--- config.mk ---
export PLATFORM = sky130hd
export DESIGN_NAME = fetch_sequencer
export DESIGN_NICKNAME = d
export VERILOG_FILES = /design/src/rtl/fetch_sequencer_pkg.sv /design/src/rtl/fetch_queue.sv /design/src/rtl/fetch_sequencer.sv
export SDC_FILE = /design/constraint.sdc
export NUM_CORES = 1
export LEC_CHECK = 0
export ABC_CLOCK_PERIOD_IN_PS = 5000
export CAP_MARGIN = 40
export CORE_UTILIZATION = 30
export DETAILED_ROUTE_END_ITERATION = 10
export SYNTH_ARGS = -nofsm -noshare
export SYNTH_HDL_FRONTEND = slang
export SYNTH_SLANG_ARGS = --single-unit
--- constraint.sdc ---
create_clock -name clk -period 5 [get_ports clk]
set_input_delay 0.75 -clock clk [delete_from_list [all_inputs] [get_ports clk]]
set_output_delay 0.75 -clock clk [all_outputs]
set_load 0.05 [all_outputs]
--- src/rtl/fetch_sequencer_pkg.sv ---
// Shared types for the fetch sequencer: word width, FSM state codes and the queue entry layout.
package fetch_sequencer_pkg;

  localparam int WORD_SIZE = 16;

  typedef enum logic {
    FS_RUN  = 1'b0,
    FS_HALT = 1'b1
  } fs_state_e;

  typedef struct packed {
    logic [WORD_SIZE-1:0] addr;
    logic [WORD_SIZE-1:0] instr;
  } fetch_entry_t;

endpackage

--- src/rtl/fetch_queue.sv ---
// Small power-of-two FIFO of {addr, instr} fetch entries; flush overrides push and pop.
module fetch_queue
  import fetch_sequencer_pkg::*;
#(
  parameter int DEPTH = 2
) (
  input  logic                     clk,
  input  logic                     reset,
  input  logic                     push,
  input  logic                     pop,
  input  logic                     flush,
  input  fetch_entry_t             push_data,
  output fetch_entry_t             head,
  output logic [$clog2(DEPTH):0]   count,
  output logic                     full,
  output logic                     empty
);

  localparam int AW = $clog2(DEPTH);
  localparam logic [AW-1:0] PTR_ONE   = AW'(1);
  localparam logic [AW:0]   CNT_ONE   = (AW+1)'(1);
  localparam logic [AW:0]   CNT_DEPTH = (AW+1)'(DEPTH);

  fetch_entry_t  mem [DEPTH];
  logic [AW-1:0] rd_ptr;
  logic [AW-1:0] wr_ptr;

  // Pointers wrap naturally because DEPTH is a power of two.
  always_ff @(posedge clk) begin
    if (reset || flush) begin
      rd_ptr <= '0;
      wr_ptr <= '0;
      count  <= '0;
    end else begin
      if (push) wr_ptr <= wr_ptr + PTR_ONE;
      if (pop)  rd_ptr <= rd_ptr + PTR_ONE;
      if (push && !pop)      count <= count + CNT_ONE;
      else if (pop && !push) count <= count - CNT_ONE;
    end
  end

  // NOTE: storage has no reset; only the occupancy state needs one, and an
  // unreset array maps onto plain registers or RAM without a clear path.
  always_ff @(posedge clk) begin
    if (push && !flush) mem[wr_ptr] <= push_data;
  end

  assign empty = (count == '0);
  assign full  = (count == CNT_DEPTH);
  assign head  = empty ? '0 : mem[rd_ptr];

endmodule

--- src/rtl/fetch_sequencer.sv ---
// Instruction pointer owner and fetch sequencer feeding decode through fetch_queue.
// Optional: define FETCH_TRACE_EN to print each captured fetch (simulation trace only).
module fetch_sequencer
  import fetch_sequencer_pkg::*;
#(
  parameter logic [WORD_SIZE-1:0] RESET_VECTOR = '0,
  parameter int                   QUEUE_DEPTH  = 2
) (
  input  logic                 clk,
  input  logic                 reset,
  output logic [WORD_SIZE-1:0] pointer,
  input  logic [WORD_SIZE-1:0] mem_data,
  output logic [WORD_SIZE-1:0] instr,
  output logic [WORD_SIZE-1:0] instr_addr,
  output logic                 instr_valid,
  input  logic                 instr_ready,
  input  logic                 redirect,
  input  logic [WORD_SIZE-1:0] redirect_target,
  input  logic                 halt,
  input  logic                 resume,
  output logic                 halted
);

  localparam logic [WORD_SIZE-1:0] PTR_ONE = WORD_SIZE'(1);

  fs_state_e                   state, state_next;
  logic [WORD_SIZE-1:0]        pointer_next;
  logic                        pop, capture, q_pop;
  logic                        q_full, q_empty;
  logic [$clog2(QUEUE_DEPTH):0] q_count;
  fetch_entry_t                q_head, q_push_data;

  assign pop   = instr_valid && instr_ready;
  assign q_pop = pop && !redirect;
  assign q_push_data = '{addr: pointer, instr: mem_data};

  // Redirect and halt both cancel this edge's capture; a full queue still
  // captures when the head leaves on the same edge.
  always_comb begin
    state_next   = state;
    pointer_next = pointer;
    capture      = 1'b0;
    if (redirect) begin
      pointer_next = redirect_target;
    end else if (halt) begin
      state_next = FS_HALT;
    end else begin
      capture = (state == FS_RUN) && (!q_full || pop);
      if (capture) pointer_next = pointer + PTR_ONE;
      if (resume)  state_next   = FS_RUN;
    end
  end

  // NOTE: state registers use non-blocking assignments so every flop samples
  // pre-edge values regardless of block ordering.
  always_ff @(posedge clk) begin
    if (reset) begin
      state   <= FS_RUN;
      pointer <= RESET_VECTOR;
    end else begin
      state   <= state_next;
      pointer <= pointer_next;
    end
  end

  fetch_queue #(.DEPTH(QUEUE_DEPTH)) u_queue (
    .clk       (clk),
    .reset     (reset),
    .push      (capture),
    .pop       (q_pop),
    .flush     (redirect),
    .push_data (q_push_data),
    .head      (q_head),
    .count     (q_count),
    .full      (q_full),
    .empty     (q_empty)
  );

  assign instr_valid = !q_empty;
  assign instr       = q_head.instr;
  assign instr_addr  = q_head.addr;
  assign halted      = (state == FS_HALT);

`ifdef FETCH_TRACE_EN
  always_ff @(posedge clk) begin
    if (!reset && capture) $display("ip = %d, instr = %x", pointer, mem_data);
  end
`else
`endif

endmodule
== Word level (Yosys, flattened, before mapping) ==
Memory sizes are Yosys's and may differ from the RTL's. A register that Yosys moved wholly into a read port is not among the register bits.
Cells that the tools add are included.

* Add/sub/neg operators: 5
* Eq/ne operators: 2
* Muxes and demuxes: 14
* Bitwise logic cells: 2
* Reduce and logical (&&, ||, !) cells: 19

{| class="wikitable"
|+ Operator list
! operator !! count
|-
| $mux W16 || 3
|-
| $mux W32 || 1
|-
| $add A16 B1 Y16 const B || 1
|-
| $mux W1 || 8
|-
| $logic_and A1 B1 Y1 || 6
|-
| $reduce_bool A2 Y1 || 3
|-
| $logic_not A1 Y1 || 5
|-
| $mux W2 || 2
|-
| $reduce_and A2 Y1 || 2
|-
| $add A1 B1 Y1 const B || 2
|-
| $add A2 B1 Y2 const B || 1
|-
| $eq A2 B2 Y1 const B || 1
|-
| $logic_not A2 Y1 || 1
|-
| $logic_or A1 B1 Y1 || 2
|-
| $ne A2 B2 Y1 const B || 1
|-
| $not A1 Y1 || 2
|-
| $sub A2 B1 Y2 const B || 1
|}

* Register bits after elaboration: 21
* Bits in writable memories: 64
* Logic and storage cells: 48
* Memories kept: 1

{| class="wikitable"
|+ Memory list
! memory !! depth !! width !! rd ports !! clocked after memory_dff !! write ports !! RTL line !! RTL
|-
| u_queue.mem || 2 || 32 || 1 || 1 || 1 || fetch_queue.sv:24 || <nowiki>fetch_entry_t mem [DEPTH];</nowiki>
|}

== Depth between registers and ports, before layout ==
Gate-level depths: netlist of run 1.

* Depth after elaboration: 11
* Gate-level depth with buffers: 8

== Cells and area by module ==
A second synthesis of run 1 with hierarchy kept.

* Cell total of the unflattened synthesis: 286
* Area, all modules: 3,702.3 um^2

{| class="wikitable"
|+ By module, submodules not included
! module !! times used !! cells an instance !! area each (um^2) !! sequential area each (um^2)
|-
| fetch_queue || 1 || 157 || 2,628.8 || 2,021.9
|-
| fetch_sequencer || 1 || 129 || 1,073.5 || 340.3
|}

== Worst setup path before layout of run 1 ==
OpenSTA, ideal clock, no wires.

* Path type: input-to-reg
* From: input port halt
* To: memory u_queue.mem[0][0] (netlist bit), enable pin
* Arrival time: 3.558 ns
* Data required time: 4.539 ns
* Slack: 0.981 ns
* Stages on the path: 4
* Buffers on the path: 1
* Cell sequence: or2_4 -> or2_1 -> buf_6 -> nor3_1

* Word-level cells in the longest chain between the ends: 5

{| class="wikitable"
|+ RTL lines
! what !! RTL line !! RTL
|-
| start, declared || fetch_sequencer.sv:19 || <nowiki>input logic halt,</nowiki>
|-
| $mux W1 || fetch_sequencer.sv:45 || <nowiki>end else if (halt) begin</nowiki>
|-
| $mux W1 || fetch_sequencer.sv:43 || <nowiki>if (redirect) begin</nowiki>
|-
| $logic_and A1 B1 Y1 || fetch_queue.sv:45 || <nowiki>if (push && !flush) mem[wr_ptr] <= push_data;</nowiki>
|-
| $mux W1 || fetch_queue.sv:45 ||
|-
| $mux W1 (not written as such) || fetch_queue.sv:45 ||
|-
| end, declared || fetch_queue.sv:24 ||
|}

No other way between the ends.

== Final worst setup path of run 1 ==
* From: register u_queue.count[0]
* To: output port instr_valid

* Word-level cells in the longest chain between the ends: 2

{| class="wikitable"
|+ RTL lines
! what !! RTL line !! RTL
|-
| start, declared || fetch_queue.sv:14 || <nowiki>output logic [$clog2(DEPTH):0] count,</nowiki>
|-
| start signal, assigned || fetch_queue.sv:37 || <nowiki>if (push && !pop) count <= count + CNT_ONE;</nowiki>
|-
| start signal, assigned || fetch_queue.sv:38 || <nowiki>else if (pop && !push) count <= count - CNT_ONE;</nowiki>
|-
| $logic_not A2 Y1 || fetch_queue.sv:48 || <nowiki>assign empty = (count == '0);</nowiki>
|-
| $logic_not A1 Y1 || fetch_sequencer.sv:79 || <nowiki>assign instr_valid = !q_empty;</nowiki>
|-
| end, declared || fetch_sequencer.sv:15 || <nowiki>output logic instr_valid,</nowiki>
|}

No other way between the ends.

==> impl_results.md, run 1 <==
* First-pass GRT wire length at 13200 microns
* Post-synth EDFFs at 64
* Pins Over Slew Limit at 0
* Hold Path Origin: u_queue.rd_ptr$_SDFFE_PP0P_
* Crit. End Element: output pin
* CTS HTree Levels at 3
* Area Overhead vs Synth at 36.1%
* R2R cell count at 7
* Residual DRC at 1
* RSZ-0062 raised after global routing: no
* Max_slew headroom at 0.422
* Critical Path RT at 4.25 ns
* PD cells at 344 nW/um^2
* Largest delay contributor family on the critical path: buffers and inverters
* Drt first pass iters at 8
* Failing checks: DRC
* Post-CTS sizing at 0
* Post-synth cell types at 46
* Via Count at 2439
* Async SR Flop Fraction at 0
* Setup bufs post-CTS at 0
* Worst setup path class: reg2out
* R2R setup slack at 2.63 ns
* Max Cap Violations at 0
* Placed Cells at 500
* Initial antenna violation count at 0
* Largest net degree at the start of global routing at 33
* Syn_nets at 319
* CORE AREA at 11700 sq um
* I/O pins at 88
* Share of post-route cells with drive strength above 1 at 0.0724
* Critical path's slowest cell: clkdlybuf4s50_1
* Minimum clock period at 3.21 ns
* Setup TNS at 0 ns
* Crit share post-route at 0.642
* CTS tree: built
* Vias in the first global route at 2497
* Gr usage total at 0.140
* Buffers on Ports at 87
* Cell leakage power at 0.00160 uW
* Endpoints failing setup at 0
* Num CTS Buffers at 9
* Hold depth at 2
* Root Driver: clkbuf_16
* Ys Warns at 0
* Slew at the pin closest to its max-slew limit at 0.866 ns
* Final WS setup at 1.79 ns
* Wire length per cell at 16.3 microns
* Mapped Cells at 279
* Routability Congestion at 0.781
* ANT cells at 0
* Outcome: finished, violations left
* Crit-path cells: nor2_2, buf_4, inv_1, clkdlybuf4s50_1
* Core Rows at 39
* Final nets at 408
* CTS Sinks at 86
* Max Fclk at 311 MHz
* Final Skew at 0.00765 ns
* # hold bufs at CTS at 0
* Setup WS pre-CTS at 1.74 ns
* Die Height at 112 microns
* Mapped cell area at 3660 sq um
* Syn Area/Cell at 13.1 sq um
* RR Startpoint: u_queue.count[0]$_SDFFE_PP0P_
* Worst flop-to-flop path endpoint: u_queue.count[1]$_SDFFE_PP0P_
* WL final at 8430 microns
* Endpoints failing hold at 0
* CP startpoint kind: flip-flop
* Synth Flop Type: edfxtp_1
* Antenna viol nets, final at 0
* CTS max path bufs at 2
* CP peak stage delay at 0.72 ns
* Via density at 4.73
* Remaining Overflow, GRT at 0
* Starting DRT DRC Count at 103
* DIE WIDTH at 112 microns
* HPWL after DPL at 5590 microns
* Worst-path maximum fanout at 22
* Worst-Skew Late Latency at 0.33 ns
* Seq cells post-synth at 86
* Die ar. at 12600 sq um
* Min-Delay Path Class: reg2reg
* CTS clk-pin slew, worst paths at 0.06 ns
* Post-route insts no fill at 516
* Initial Utilization at 0.313
* Total power at 1710 uW
* Number of buffer and inverter stages on the critical path at 3
* Worst VDD drop at 0.156 mV
* CP arrival at 2.46 ns
* Register area share after synthesis at 0.646
==> worst reg2reg max path: stages, from the launching register on <==
cell	delay, ns
dfxtp_1	0.37
nor2_2	0.52
buf_4	0.39
inv_1	0.13
nand3_1	0.11
ha_1	0.28
or3_1	0.37
a21oi_1	0.14
==> per-stage QoR <==
stage               hold slack [ns]  cell area, sq um  utilization
floorplan                     0.472              3660            -
global route                  0.543              4980        0.427
finish                        0.497              4980        0.427
detailed placement            0.487              4690        0.402
CTS                           0.502              4980        0.427
global placement              0.487              4670        0.400
==> registers in the layout (all words and copies together), names as in the netlist, named ones only <==
name and flops:
halted 1, pointer 16, u_queue.count 2, u_queue.mem 64, u_queue.rd_ptr 1, u_queue.wr_ptr 1
==> routing by layer <==
metal | track usage | vias up | wire length [microns]
li1 | - | 1210 | -
met1 | 0.168 | 1146 | 3720
met2 | 0.234 | 72 | 4000
met3 | 0.0459 | 11 | 595
met4 | 0.0516 | 0 | 118
met5 | 0 | - | 0
==> how the worst max path moves through the flow <==
stage,from,to,slack (ns),cells after the start
6_report,u_queue.count[0]$_SDFFE_PP0P_,instr_valid,1.79,4
5_1_grt,u_queue.count[0]$_SDFFE_PP0P_,instr_valid,1.62,4
4_1_cts,u_queue.count[0]$_SDFFE_PP0P_,instr_valid,1.74,4
3_5_place_dp,redirect,u_queue.count[1]$_SDFFE_PP0P_,1.74,6
3_3_place_gp,redirect,u_queue.count[1]$_SDFFE_PP0P_,1.79,6
2_1_floorplan,halt,u_queue.mem[0][0]$_DFFE_PP_,0.98,4
==> cells in the final DEF, fill, tap and decap left out, types with 8 or more instances in the layout <==
cell,netlist,final
nor2_1,53,52
edfxtp_1,64,64
nand2_1,9,9
clkdlybuf4s50_1,0,87
clkbuf_16,0,9
a211oi_1,8,8
mux2i_1,34,34
dfxtp_1,22,21
xnor2_1,8,8
==> synthesized netlist by cell type (3+ instances only) <==
master | count | share of area
nor4_1 | 3 | 0.0051
xor2_1 | 5 | 0.012
dfxtp_1 | 22 | 0.12
nand3_1 | 5 | 0.0068
inv_1 | 6 | 0.0062
mux2i_1 | 34 | 0.093
nor2_1 | 53 | 0.054
xnor2_1 | 8 | 0.019
a211oi_1 | 8 | 0.016
o21ai_0 | 3 | 0.0041
nand2_1 | 9 | 0.0092
buf_2 | 3 | 0.0041
edfxtp_1 | 64 | 0.53
clkbuf_1 | 7 | 0.0072
nor3_1 | 7 | 0.0096
==> kinds of logic (layout without fill, tap and decap cells) <==
kind of cell,count (synthesis),after routing,synth area share
AOI/OAI and AO/OA,26,26,0.0548
xor gates and xnor gates,13,13,0.0311
adders and majority gates,2,2,0.00684
buffers and inverters,19,113,0.0257
DFF,86,86,0.646
muxes,34,34,0.0931
and+or+nand+nor,99,99,0.142
==> layout make-up <==
type	count	area [sq um]
Clock buffer	9	225
Multi-Input combinational cell	174	1210
Sequential cell	86	2360
Clock inverter	7	65.1
Timing Repair Buffer	91	913
Fill cell	1101	6690
Tap cell	143	179
Inverter	6	22.5
==> where the power goes <==
part	switching, uW	leakage, uW	internal, uW
Clock	266	0.000144	383
Combinational	144	0.000685	91.7
Sequential	27.1	0.000771	798
Power figures use the tool's default switching activity.
==> inputs of run 2 (changes only) <==
--- a/config.mk
+++ b/config.mk
@@ -5,7 +5,7 @@
 export SDC_FILE = /design/constraint.sdc
 export NUM_CORES = 1
 export LEC_CHECK = 0
-export ABC_CLOCK_PERIOD_IN_PS = 5000
+export ABC_CLOCK_PERIOD_IN_PS = 2960
 export CAP_MARGIN = 40
 export CORE_UTILIZATION = 30
 export DETAILED_ROUTE_END_ITERATION = 10
==> constraint.sdc (replaced) <==
create_clock -name clk -period 2.96 [get_ports clk]
set_input_delay 0.444 -clock clk [delete_from_list [all_inputs] [get_ports clk]]
set_output_delay 0.444 -clock clk [all_outputs]
set_load 0.05 [all_outputs]
==> impl_results.md, run 2 (same netlist as run 1, synthesis figures left out) <==
* First-pass GRT wire length at 12900 microns (-2.4%)
* CTS HTree Levels at 3 (unchanged)
* Min-Delay Path Class: reg2reg
* Root Driver: clkbuf_16
* Setup TNS at 0 ns (unchanged)
* Largest Register: u_queue.mem
* CTS tree: built
* Worst-path maximum fanout at 32 (+45%)
* RSZ-0062 raised after global routing: no
* Worst-Skew Late Latency at 0.33 ns (about the same)
* CTS max path bufs at 2 (unchanged)
* WL final at 8140 microns (-3.5%)
* Drt first pass iters at 4 (-4)
* Max Fclk at 395 MHz
* Vias in the first global route at 2548 (+2.0%)
* Starting DRT DRC Count at 135 (+31%)
* Wire length per cell at 15.6 microns (-4.4%)
* Core Rows at 39 (unchanged)
* Residual DRC at 0 (-1)
* # hold bufs at CTS at 0 (unchanged)
* Slew at the pin closest to its max-slew limit at 0.527 ns (-0.339 ns)
* Critical path's slowest cell: clkdlybuf4s50_1
* Die ar. at 12600 sq um (unchanged)
* Largest delay contributor family on the critical path: buffers and inverters
* Crit. End Element: output pin
* Max Cap Violations at 0 (unchanged)
* Setup bufs post-CTS at 0 (unchanged)
* CTS Sinks at 86 (unchanged)
* Largest net degree at the start of global routing at 33 (unchanged)
* CP startpoint kind: flip-flop
* Worst VDD drop at 0.343 mV (+120%)
* Number of buffer and inverter stages on the critical path at 2 (-1)
* DIE WIDTH at 112 microns (unchanged)
* Crit share post-route at 0.854
* CORE AREA at 11700 sq um (unchanged)
* Gr usage total at 0.135 (-0.00439)
* CP arrival at 2.08 ns (-0.38 ns)
* Minimum clock period at 2.53 ns
* Final Skew at 0.00884 ns (+0.00119 ns)
* Post-route insts no fill at 521 (+0.97%)
* Initial Utilization at 0.313 (unchanged)
* Fill cells at 1089 (-1.1%)
* CTS clk-pin slew, worst paths at 0.06 ns (about the same)
* PD cells at 567 nW/um^2 (+65%)
* Via Count at 2509 (+2.9%)
* Via density at 4.82 (+1.9%)
* Outcome: complete, no violations
* Placed Cells at 505 (+1.0%)
* Remaining Overflow, GRT at 0 (unchanged)
* I/O pins at 88 (unchanged)
* CP peak stage delay at 0.81 ns (+0.09 ns)
* Post-CTS sizing at 0 (unchanged)
* Endpoints failing setup at 0 (unchanged)
* Antenna viol nets, final at 0 (unchanged)
* Crit-path cells: nor2_2, buf_4, nor2_1, clkdlybuf4s50_1
* Commonest non-fill, non-tap cell in the layout: clkdlybuf4s50_1
* Share of post-route cells with drive strength above 1 at 0.0873 (+0.0149)
* Most frequent cells in the layout: clkdlybuf4s50_1 (87), edfxtp_1 (64), nor2_1 (52)
* Die Height at 112 microns (unchanged)
* Max_slew headroom at 0.647 (+0.226)
* Buffers on Ports at 87 (unchanged)
* R2R setup slack at 0.90 ns (-1.73 ns)
* Cell leakage power at 0.00162 uW (+1.6%)
* Pins Over Slew Limit at 0 (unchanged)
* Max reg flops at 64 (unchanged)
* ANT cells at 0 (unchanged)
* Routability Congestion at 0.770 (-1.5%)
* Final nets at 413 (+1.2%)
* Area Overhead vs Synth at 37.7%
* Endpoints failing hold at 0 (unchanged)
* Num CTS Buffers at 9 (unchanged)
* Regs by FF count: u_queue.mem: 64 flops, pointer: 16 flops, u_queue.count: 2 flops
* Worst setup path class: reg2out
* Critical Path RT at 2.52 ns (-1.73 ns)
* Initial antenna violation count at 0 (unchanged)
* HPWL after DPL at 5640 microns (+0.92%)
==> run 2: layout make-up <==
| type | count | area [sq um] | area share |
|---|---|---|---|
| Sequential cell | 86 | 2360 | 0.469 |
| Multi-Input combinational cell | 174 | 1210 | 0.241 |
| Timing Repair Buffer | 96 | 976 | 0.194 |
| Clock buffer | 10 | 229 | 0.0455 |
| Tap cell | 143 | 179 | 0.0355 |
| Clock inverter | 6 | 52.6 | 0.0104 |
| Inverter | 6 | 22.5 | 0.00447 |
==> run 2: worst min-delay path, stage by stage (launching register included) <==
cell and delay (ns):
dfxtp_1 0.32, xor2_1 0.08, nor2_1 0.07
==> run 2: power breakdown <==
| group | switching [uW] | internal (uW) | leakage [uW] | total [uW] |
|---|---|---|---|---|
| sequential | 41.8 | 1350 | 0.000771 | 1390 |
| combinational | 248 | 163 | 0.000715 | 411 |
| clock | 469 | 585 | 0.000139 | 1050 |
==> run 2: path summary, 6_finish.rpt <==
kind	start	to	cells after the start
worst max-delay path	u_queue.count[0]$_SDFFE_PP0P_	instr[5]	4
worst max register to register	u_queue.count[1]$_SDFFE_PP0P_	u_queue.count[1]$_SDFFE_PP0P_	6
worst min register to register	u_queue.rd_ptr$_SDFFE_PP0P_	flip-flop	2
worst min-delay path	u_queue.rd_ptr$_SDFFE_PP0P_	flip-flop	2
==> run 2: layer usage <==
metal  part of all wire  track usage  up-vias
met3              0.054       0.0362        8
met5                  0            0        -
met4              0.012       0.0569        0
met2               0.49        0.224       91
met1               0.45        0.166     1186
li1                   -            -     1224
==> run 2: per-stage QoR <==
| step | total power, uW | hold slack [ns] | util | setup WS, ns | area, sq um |
|---|---|---|---|---|---|
| after floorplan | 1650 | 0.472 | - | 0.112 | 3660 |
| after global placement | 1830 | 0.485 | 0.408 | 0.377 | 4750 |
| after detailed placement | 1830 | 0.493 | 0.408 | 0.342 | 4750 |
| after CTS | 2890 | 0.512 | 0.432 | 0.389 | 5040 |
| after global routing | 2970 | 0.561 | 0.432 | 0.303 | 5040 |
| final | 2850 | 0.506 | 0.432 | 0.431 | 5040 |
